$ cat config.mk
export PLATFORM = sky130hd
export DESIGN_NAME = scalar_issue_ctrl
export DESIGN_NICKNAME = d
export VERILOG_FILES = /design/src/rtl/scalar_issue_ctrl.sv
export SDC_FILE = /design/constraint.sdc
export NUM_CORES = 1
export LEC_CHECK = 0
export ABC_AREA = 1
export CORE_ASPECT_RATIO = 0.9
export CORE_MARGIN = 10
export CORE_UTILIZATION = 50
export CTS_BUF_LIST = sky130_fd_sc_hd__clkbuf_8
export CTS_CLUSTER_DIAMETER = 120
export CTS_CLUSTER_SIZE = 28
export DETAILED_ROUTE_END_ITERATION = 6
export PLACE_DENSITY_LB_ADDON = 0.12
export SLEW_MARGIN = 10
export SYNTH_ARGS = -nofsm -noshare
export SYNTH_HDL_FRONTEND = slang
export SYNTH_SLANG_ARGS = --single-unit
$ cat constraint.sdc
create_clock -name clk -period 3.3 [get_ports clk]
set_input_delay 0.66 -clock clk [delete_from_list [all_inputs] [get_ports clk]]
set_output_delay 0.66 -clock clk [all_outputs]
set_load 0.005 [all_outputs]
$ cat src/rtl/scalar_issue_ctrl.sv
// Issue/sequencer for the CGRA scalar PE: instruction buffer, register file,
// two-stage FD/EX pipeline with EX->FD forwarding, bne redirect and halt detection.
`timescale 1ns/100ps
module scalar_issue_ctrl #(
  parameter int dwidth_int  = 32,
  parameter int dwidth_inst = 32,
  parameter int NINSTR      = 16,
  parameter int NREG        = 8
) (
  input  logic                      clk,
  input  logic                      rst,
  input  logic                      prog_we,
  input  logic [$clog2(NINSTR)-1:0] prog_addr,
  input  logic [dwidth_inst-1:0]    prog_data,
  input  logic                      start,
  output logic                      busy,
  output logic                      done,
  output logic [15:0]               retired,
  input  logic [$clog2(NREG)-1:0]   dbg_raddr,
  output logic [dwidth_int-1:0]     dbg_rdata,
  output logic [dwidth_int-1:0]     inp1,
  output logic [dwidth_int-1:0]     inp2,
  output logic [dwidth_int-1:0]     R_immediate,
  output logic [2:0]                op_scalar,
  input  logic [dwidth_int-1:0]     out1,
  input  logic                      flag_neq
);
  localparam int PW = $clog2(NINSTR);
  localparam int RW = $clog2(NREG);

  localparam logic [2:0] OP_LUI  = 3'b000;
  localparam logic [2:0] OP_ADDI = 3'b001;
  localparam logic [2:0] OP_BNE  = 3'b010;
  localparam logic [2:0] OP_ADD  = 3'b011;
  localparam logic [2:0] OP_BUB  = 3'b111;

  typedef enum logic [1:0] {S_IDLE, S_RUN, S_DONE} state_t;
  state_t state, state_nx;

  function automatic logic signed [dwidth_int-1:0] sext_i(input logic signed [11:0] v);
    return dwidth_int'(v);
  endfunction

  function automatic logic signed [dwidth_int-1:0] sext_b(input logic signed [12:0] v);
    return dwidth_int'(v);
  endfunction

  function automatic logic signed [dwidth_int-1:0] sext_u(input logic signed [31:0] v);
    return dwidth_int'(v);
  endfunction

  logic [dwidth_inst-1:0] imem [NINSTR];
  logic [dwidth_int-1:0]  rf   [NREG];

  // FD stage (p0): fetch, decode, register read with forwarding
  logic [PW-1:0]                pc_p0, pc_nx;
  logic [dwidth_inst-1:0]       inst_p0;
  logic [2:0]                   op_p0;
  logic                         halt_p0, wen_p0;
  logic [RW-1:0]                rd_p0, rs1_p0, rs2_p0;
  logic signed [dwidth_int-1:0] imm_p0;
  logic [dwidth_int-1:0]        rs1_val_p0, rs2_val_p0;

  // EX stage (p1): drives the PE, writes back, resolves branch/halt
  logic                         vld_p1, halt_p1, wen_p1;
  logic [2:0]                   op_p1;
  logic [RW-1:0]                rd_p1;
  logic [PW-1:0]                pc_p1;
  logic [dwidth_int-1:0]        inp1_p1, inp2_p1;
  logic signed [dwidth_int-1:0] imm_p1;

  logic                         vld_nx, halt_nx, wen_nx;
  logic [2:0]                   op_nx;
  logic [RW-1:0]                rd_nx;
  logic [dwidth_int-1:0]        inp1_nx, inp2_nx;
  logic signed [dwidth_int-1:0] imm_nx;

  logic                  clr, issue, halt_ex, taken_p1, wb_en, ret_inc;
  logic [dwidth_int-1:0] wb_data;
  logic [PW-1:0]         target_p1;

  assign inst_p0 = imem[pc_p0];
  assign rd_p0   = inst_p0[7 +: RW];
  assign rs1_p0  = inst_p0[15 +: RW];
  assign rs2_p0  = inst_p0[20 +: RW];

  always_comb begin
    op_p0   = OP_BUB;
    halt_p0 = 1'b1;
    imm_p0  = '0;
    if (inst_p0[6:0] == 7'b0110111) begin
      op_p0   = OP_LUI;
      halt_p0 = 1'b0;
      imm_p0  = sext_u({inst_p0[31:12], 12'b0});
    end else if (inst_p0[6:0] == 7'b0010011 && inst_p0[14:12] == 3'b000) begin
      op_p0   = OP_ADDI;
      halt_p0 = 1'b0;
      imm_p0  = sext_i(inst_p0[31:20]);
    end else if (inst_p0[6:0] == 7'b0110011 && inst_p0[14:12] == 3'b000 &&
                 inst_p0[31:25] == 7'b0) begin
      op_p0   = OP_ADD;
      halt_p0 = 1'b0;
    end else if (inst_p0[6:0] == 7'b1100011 && inst_p0[14:12] == 3'b001) begin
      op_p0   = OP_BNE;
      halt_p0 = 1'b0;
      imm_p0  = sext_b({inst_p0[31], inst_p0[7], inst_p0[30:25], inst_p0[11:8], 1'b0});
    end
  end

  assign wen_p0 = (op_p0 == OP_LUI || op_p0 == OP_ADDI || op_p0 == OP_ADD) && (rd_p0 != '0);

  // The PE returns 0 for lui, so the upper immediate is written back from here.
  assign wb_data   = (op_p1 == OP_LUI) ? imm_p1 : out1;
  assign wb_en     = (state == S_RUN) && vld_p1 && wen_p1;
  assign halt_ex   = (state == S_RUN) && vld_p1 && halt_p1;
  assign taken_p1  = (state == S_RUN) && vld_p1 && (op_p1 == OP_BNE) && flag_neq;
  assign target_p1 = pc_p1 + imm_p1[PW+1:2];
  assign ret_inc   = (state == S_RUN) && vld_p1 && !halt_p1;

  assign rs1_val_p0 = (wb_en && rd_p1 == rs1_p0) ? wb_data : rf[rs1_p0];
  assign rs2_val_p0 = (wb_en && rd_p1 == rs2_p0) ? wb_data : rf[rs2_p0];

  always_comb begin
    state_nx = state;
    busy     = (state == S_RUN);
    done     = 1'b0;
    clr      = 1'b0;
    issue    = 1'b0;
    unique case (state)
      S_IDLE, S_DONE: begin
        if (start) begin
          state_nx = S_RUN;
          clr      = 1'b1;
        end
      end
      S_RUN: begin
        if (halt_ex) begin
          state_nx = S_DONE;
          done     = 1'b1;
        end else begin
          issue = !taken_p1;
        end
      end
      default: state_nx = S_IDLE;
    endcase
  end

  always_comb begin
    vld_nx  = 1'b0;
    halt_nx = 1'b0;
    wen_nx  = 1'b0;
    op_nx   = OP_BUB;
    rd_nx   = '0;
    inp1_nx = '0;
    inp2_nx = '0;
    imm_nx  = '0;
    pc_nx   = pc_p0;
    if (clr) begin
      pc_nx = '0;
    end else if (taken_p1) begin
      pc_nx = target_p1;
    end else if (issue) begin
      pc_nx   = pc_p0 + PW'(1);
      vld_nx  = 1'b1;
      halt_nx = halt_p0;
      wen_nx  = wen_p0;
      op_nx   = op_p0;
      rd_nx   = rd_p0;
      inp1_nx = rs1_val_p0;
      inp2_nx = rs2_val_p0;
      imm_nx  = imm_p0;
    end
  end

  always_ff @(posedge clk) begin
    if (!rst) begin
      state   <= S_IDLE;
      pc_p0   <= '0;
      vld_p1  <= 1'b0;
      halt_p1 <= 1'b0;
      wen_p1  <= 1'b0;
      op_p1   <= OP_BUB;
      rd_p1   <= '0;
      pc_p1   <= '0;
      inp1_p1 <= '0;
      inp2_p1 <= '0;
      imm_p1  <= '0;
      retired <= '0;
      for (int i = 0; i < NREG; i++) rf[i] <= '0;
    end else begin
      state   <= state_nx;
      pc_p0   <= pc_nx;
      vld_p1  <= vld_nx;
      halt_p1 <= halt_nx;
      wen_p1  <= wen_nx;
      op_p1   <= op_nx;
      rd_p1   <= rd_nx;
      pc_p1   <= pc_p0;
      inp1_p1 <= inp1_nx;
      inp2_p1 <= inp2_nx;
      imm_p1  <= imm_nx;
      if (clr) begin
        retired <= '0;
        for (int i = 0; i < NREG; i++) rf[i] <= '0;
      end else begin
        if (ret_inc) retired <= retired + 16'd1;
        if (wb_en) rf[rd_p1] <= wb_data;
      end
    end
  end

  // Program memory keeps its contents across reset.
  always_ff @(posedge clk) begin
    if (prog_we && state != S_RUN) imem[prog_addr] <= prog_data;
  end

  assign dbg_rdata   = (dbg_raddr == '0) ? '0 : rf[dbg_raddr];
  assign inp1        = inp1_p1;
  assign inp2        = inp2_p1;
  assign R_immediate = imm_p1;
  assign op_scalar   = op_p1;

endmodule

Yosys cells after proc, flatten, opt, wreduce, memory -nomap -nowiden
Memories as Yosys holds them, arrays and structs flattened. A register that Yosys moved wholly into a read port is not among the register bits.
Index checks and enable logic that the tools add are counted.
- mux-type cells: 46
- add/subtract/negate cells: 3
- reductions and logical operators: 32
- bitwise operators: 10
- equality and inequality tests: 13
- operators by type and width (operator ; number):
    32-bit 2-to-1 mux ; 15
    32-bit OR reduction ; 1
    1-bit 2-to-1 mux ; 19
    16-bit by 1-bit adder with 16-bit output (second input constant) ; 1
    4-bit 2-to-1 mux ; 4
    3-bit 2-to-1 mux ; 5
    7-bit by 6-bit == test with 1-bit output (second input constant) ; 2
    1-bit logical AND ; 12
    3-bit logical NOT ; 4
    1-bit bitwise OR ; 8
    7-bit by 5-bit == test with 1-bit output (second input constant) ; 1
    7-bit == test (second input constant) ; 1
    7-bit logical NOT ; 1
    7-bit OR reduction ; 1
    3-bit by 1-bit == test with 1-bit output (second input constant) ; 2
    3-bit by 2-bit == test with 1-bit output (second input constant) ; 2
    5-bit OR reduction ; 1
    4-bit by 1-bit adder with 4-bit output (second input constant) ; 1
    4-bit adder ; 1
    2-bit 2-to-1 mux ; 2
    2-bit by 1-bit inequality test with 1-bit output (second input constant) ; 2
    2-bit case mux with 2 select lines ; 1
    2-bit OR reduction ; 2
    4-bit OR reduction ; 1
    other kinds (11) ; 14
- memory bits (writable): 768
- memories: 2
- logic and storage cells: 117
- output and inout bits: 149
- register bits: 67
- bits of input ports: 76
- memories (name ; words ; bits a word ; read ports ; clocked after Yosys merged registers in ; wr ports ; line ; source):
    imem ; 16 ; 32 ; 1 ; 1 ; 1 ; 52 ; logic [dwidth_inst-1:0] imem [NINSTR];
    rf ; 8 ; 32 ; 3 ; 2 ; 8 ; 53 ; logic [dwidth_int-1:0] rf [NREG];

Depth between registers and ports, before layout
- depth after elaboration: 11
- mapped depth: 18
- mapped depth without buffers: 15

Worst setup path after synthesis
No wires, ideal clock.
- kind: input-to-reg
- from: in prog_we
- to: mem imem[10][0], enable pin
- buffers on the path: 0
- setup time: 0.421 ns
- path slack: 0.487 ns
- data required time: 2.879 ns
- arrival: 2.391 ns
- cell stages on the path: 4
- cell sequence: inv_1 nor2_1 nand3_1 nor2_1
- cells in the longest elaborated chain, start to end: 3
- ends and longest elaborated chain (what ; line ; source):
    from (decl) ; 12 ; input logic prog_we,
    1-bit logical AND ; 214 ; if (prog_we && state != S_RUN) imem[prog_addr] <= prog_data;
    1-bit 2-to-1 mux ; 214 ;
    1-bit 2-to-1 mux (not written as such) ; 214 ;
    to (decl) ; 52 ;
Every way passes these cells.

Worst setup path in the final report
- from: in dbg_raddr[2]
- to: out dbg_rdata[28]
- cells in the longest elaborated chain, start to end: 2
- elaborated cells on any way between the ends: 3
- those cells by class: mux: 1; reduce/logical: 1; memory: 1
- ends and longest elaborated chain (what ; line ; source):
    from (decl) ; 19 ; input logic [$clog2(NREG)-1:0] dbg_raddr,
    memory 8 x 32 bit or 3-bit logical NOT (tied branches) ; n/a ;
    32-bit 2-to-1 mux (*) ; 217 ; assign dbg_rdata = (dbg_raddr == '0) ? '0 : rf[dbg_raddr];
    to (decl) ; 20 ; output logic [dwidth_int-1:0] dbg_rdata,
Mark *: on every way between the ends. The rest lies on a longest branch, timed or not.

==> metrics.txt <==
crit start category=input port; Residual DRC=0; dpl cells=5788; Worst Path Required=2.64 ns; PD cells=443 nW/um2; vias in the first global route=32200; initial DRC count=4928; combinational fraction of design power=16.8%; worst slack at placement=0.0406 ns; P_sw=6.03 mW; Fmax achieved=315 MHz; Syn Nets=4660; Worst Skew=0.0587 ns; Util after Layout=56.9%; largest cells by area after synthesis=edfxtp_1, nand3_1, nor2_1; I/O Buffers=224; row cnt=100; # fillers=7410; Final ANT Viol Nets=0; yosys warns=0; crit end category=output pin; share of layout cells above drive strength 1=6.27%; Hold Vio Cnt, Final=0; P_int=14.9 mW; Synth Flop Type=edfxtp_1; Core Region=83100 um2; fin nets=4788; Clock power frac=21.9%; Detail Placement HPWL=85800 um; post-synth cell types=39; Vias=35100; total power=21.0 mW; Clock Sinks=903; # IOs=225; Placed Area=46600 um2; DRT Pass-1 Iters=6; area grow syn2layout=12.3%; outcome=finished, final reports clean; post-layout instance area=47300 um2; mean area per synthesized cell=9.20 um2; hold_buf cts=0; post-route insts no fill=5863; DRT Wirelength=141000 um; number of max-cap violations=0; area of the multi-input gates=14200 um2; sw frac=28.7%; worst setup margin=0.126 ns; most frequent cells in the layout=nor2_1, nand2_1, edfxtp_1, nand3_1, o21ai_0; Yosys top cell by area=edfxtp_1; Peak VDD IR=0.304 mV; CTS tree=yes; Yosys reg bits=903; Post-Syn Instances=4578; EDFF count, synth=768; Clock Tree Root=clkbuf_8; RD Place Congestion=0.892; slew margin rel.=27.6%; Register Area=25800 um2; GR Overflow Total=0; fraction of registers with async set/reset=0%; unrepaired setup endpoints after global routing=no; min-delay worst type=flop to flop; Tmin final=3.17 ns; Die Wd=326 um; Longest Clk Path Bufs=3; worst setup path class=input port to output pin; Reg power frac=61.3%; CP arrival=2.51 ns; overall fraction of global-route tracks in use=28.2%; routed len/inst=24.0 um; Seq/Total Area, Yosys=61.2%; Die ar.=96300 um2; H-tree depth=2; CTS buffer count=38; clock input transition at the sequential cells of the worst setup and hold paths=0.16 ns; vias per cell=5.98; commonest non-fill, non-tap cell in the layout=nor2_1; worst hold slack=0.489 ns; Clock Latency Late Sink=0.75 ns; top cell type's share of synthesized area=54.8%; setup violators final=0; pin count of the biggest net entering global routing=98; first-pass GRT wire length=208000 um; Mapped Area=42100 um2; P_leak=18.0 nW; Slew @ Worst Pin=1.08 ns; setup tns final=0 ns; Starting Density=50.7%; Crit Path Max Fanout=14; pins over their slew limit=0; Die Height=295 um; crit share post-route=96.2%; antenna violations before repair=15; Post CTS Setup Buffer Count=0
metal layers:
metal | part of all wire [%] | global-route usage [%] | vias to the layer above
met2 | 44 | 42.7 | 2082
met4 | 2.4 | 7.49 | 16
met3 | 12 | 5.85 | 265
met1 | 42 | 41.1 | 16800
met5 | 0.075 | 0 | -
li1 | - | - | 15900
path summary, 6_finish.rpt:
path / start / depth (start not counted) / slack, ns / endpoint
max: dbg_raddr[2] / 8 / 0.13 / dbg_rdata[28]
min: pc_p0[3]$_SDFFE_PP0N_ / 2 / 0.49 / pc_p1[3]$_SDFF_PN0_
max reg2reg: flop / 16 / 0.25 / R_immediate[12]$_SDFF_PP0_
min reg2reg: pc_p0[3]$_SDFFE_PP0N_ / 2 / 0.49 / pc_p1[3]$_SDFF_PN0_
flip-flops by register name, indices dropped and copies added, names as in the netlist, named ones only:
register / flops
R_immediate: 32
halt_p1: 1
imem: 512
inp1: 32
inp2: 32
op_scalar: 3
pc_p0: 4
pc_p1: 4
rd_p1: 3
retired: 16
rf: 256
state: 2
vld_p1: 1
wen_p1: 1
worst max-delay path, cell delays in order:
cell and delay [ns]:
clkdlybuf4s50_1 0.50, inv_2 0.07, nand3_2 0.12, buf_12 0.17
o21ai_0 0.10, a31oi_1 0.18, buf_4 0.17, clkdlybuf4s50_1 0.53
power groups by stage:
| stage | registers [mW] | clock network [mW] | logic [mW] |
|---|---|---|---|
| global placement | 13.1 | 0 | 3.42 |
| CTS | 12.8 | 4.64 | 3.46 |
| detailed placement | 13.1 | 0 | 3.45 |
| floorplan | 13.0 | 0 | 2.03 |
| global route | 12.9 | 4.99 | 3.81 |
| finish | 12.9 | 4.59 | 3.53 |
cells by family (layout without fill, tap and decap cells):
family                   count (synthesis)  after routing  synth area share [%]
AO/OA/AOI/OAI                          733            733                  9.47
XOR/XNOR                                 8              8                 0.166
adder cells (fa/ha/maj)                  6              6                 0.196
buffers and inverters                  562            718                  5.71
flip-flops                             903            903                  61.2
multiplexers                             1              1                0.0238
other                                    0              7                     0
AND/OR/NAND/NOR                       2365           2365                  23.3
repair_timing:
item                       CTS  global route
resized for setup            1             4
setup endpoints to repair    1             8
cloned                       0             0
synth_stat cells (2+ instances only):
cell	number
a21boi_1	5
a21oi_1	161
a31oi_1	32
buf_1	23
buf_2	101
buf_4	33
buf_6	6
clkbuf_1	161
clkinv_1	2
dfxtp_1	135
edfxtp_1	768
ha_1	5
inv_1	224
inv_2	12
nand2_1	831
nand2_2	6
nand3_1	656
nand3_2	4
nand3b_1	3
nand4_1	6
nor2_1	845
nor3_1	8
nor3_2	2
nor3b_1	4
o211ai_1	39
o21a_1	2
o21ai_0	340
o21ai_1	84
o221ai_1	23
o22ai_1	42
xnor2_1	6
xor2_1	2
area by class of cell:
| cell class | instances | share of cell area (%) |
|---|---|---|
| clock inverter | 29 | 0.288 |
| timing repair buffer | 412 | 9.24 |
| inverter | 238 | 1.91 |
| sequential | 903 | 54.5 |
| antenna | 7 | 0.0370 |
| clock buffer | 39 | 1.13 |
| tap | 1122 | 2.97 |
| multi-input combinational | 3113 | 29.9 |
Power figures use the tool's default switching activity.
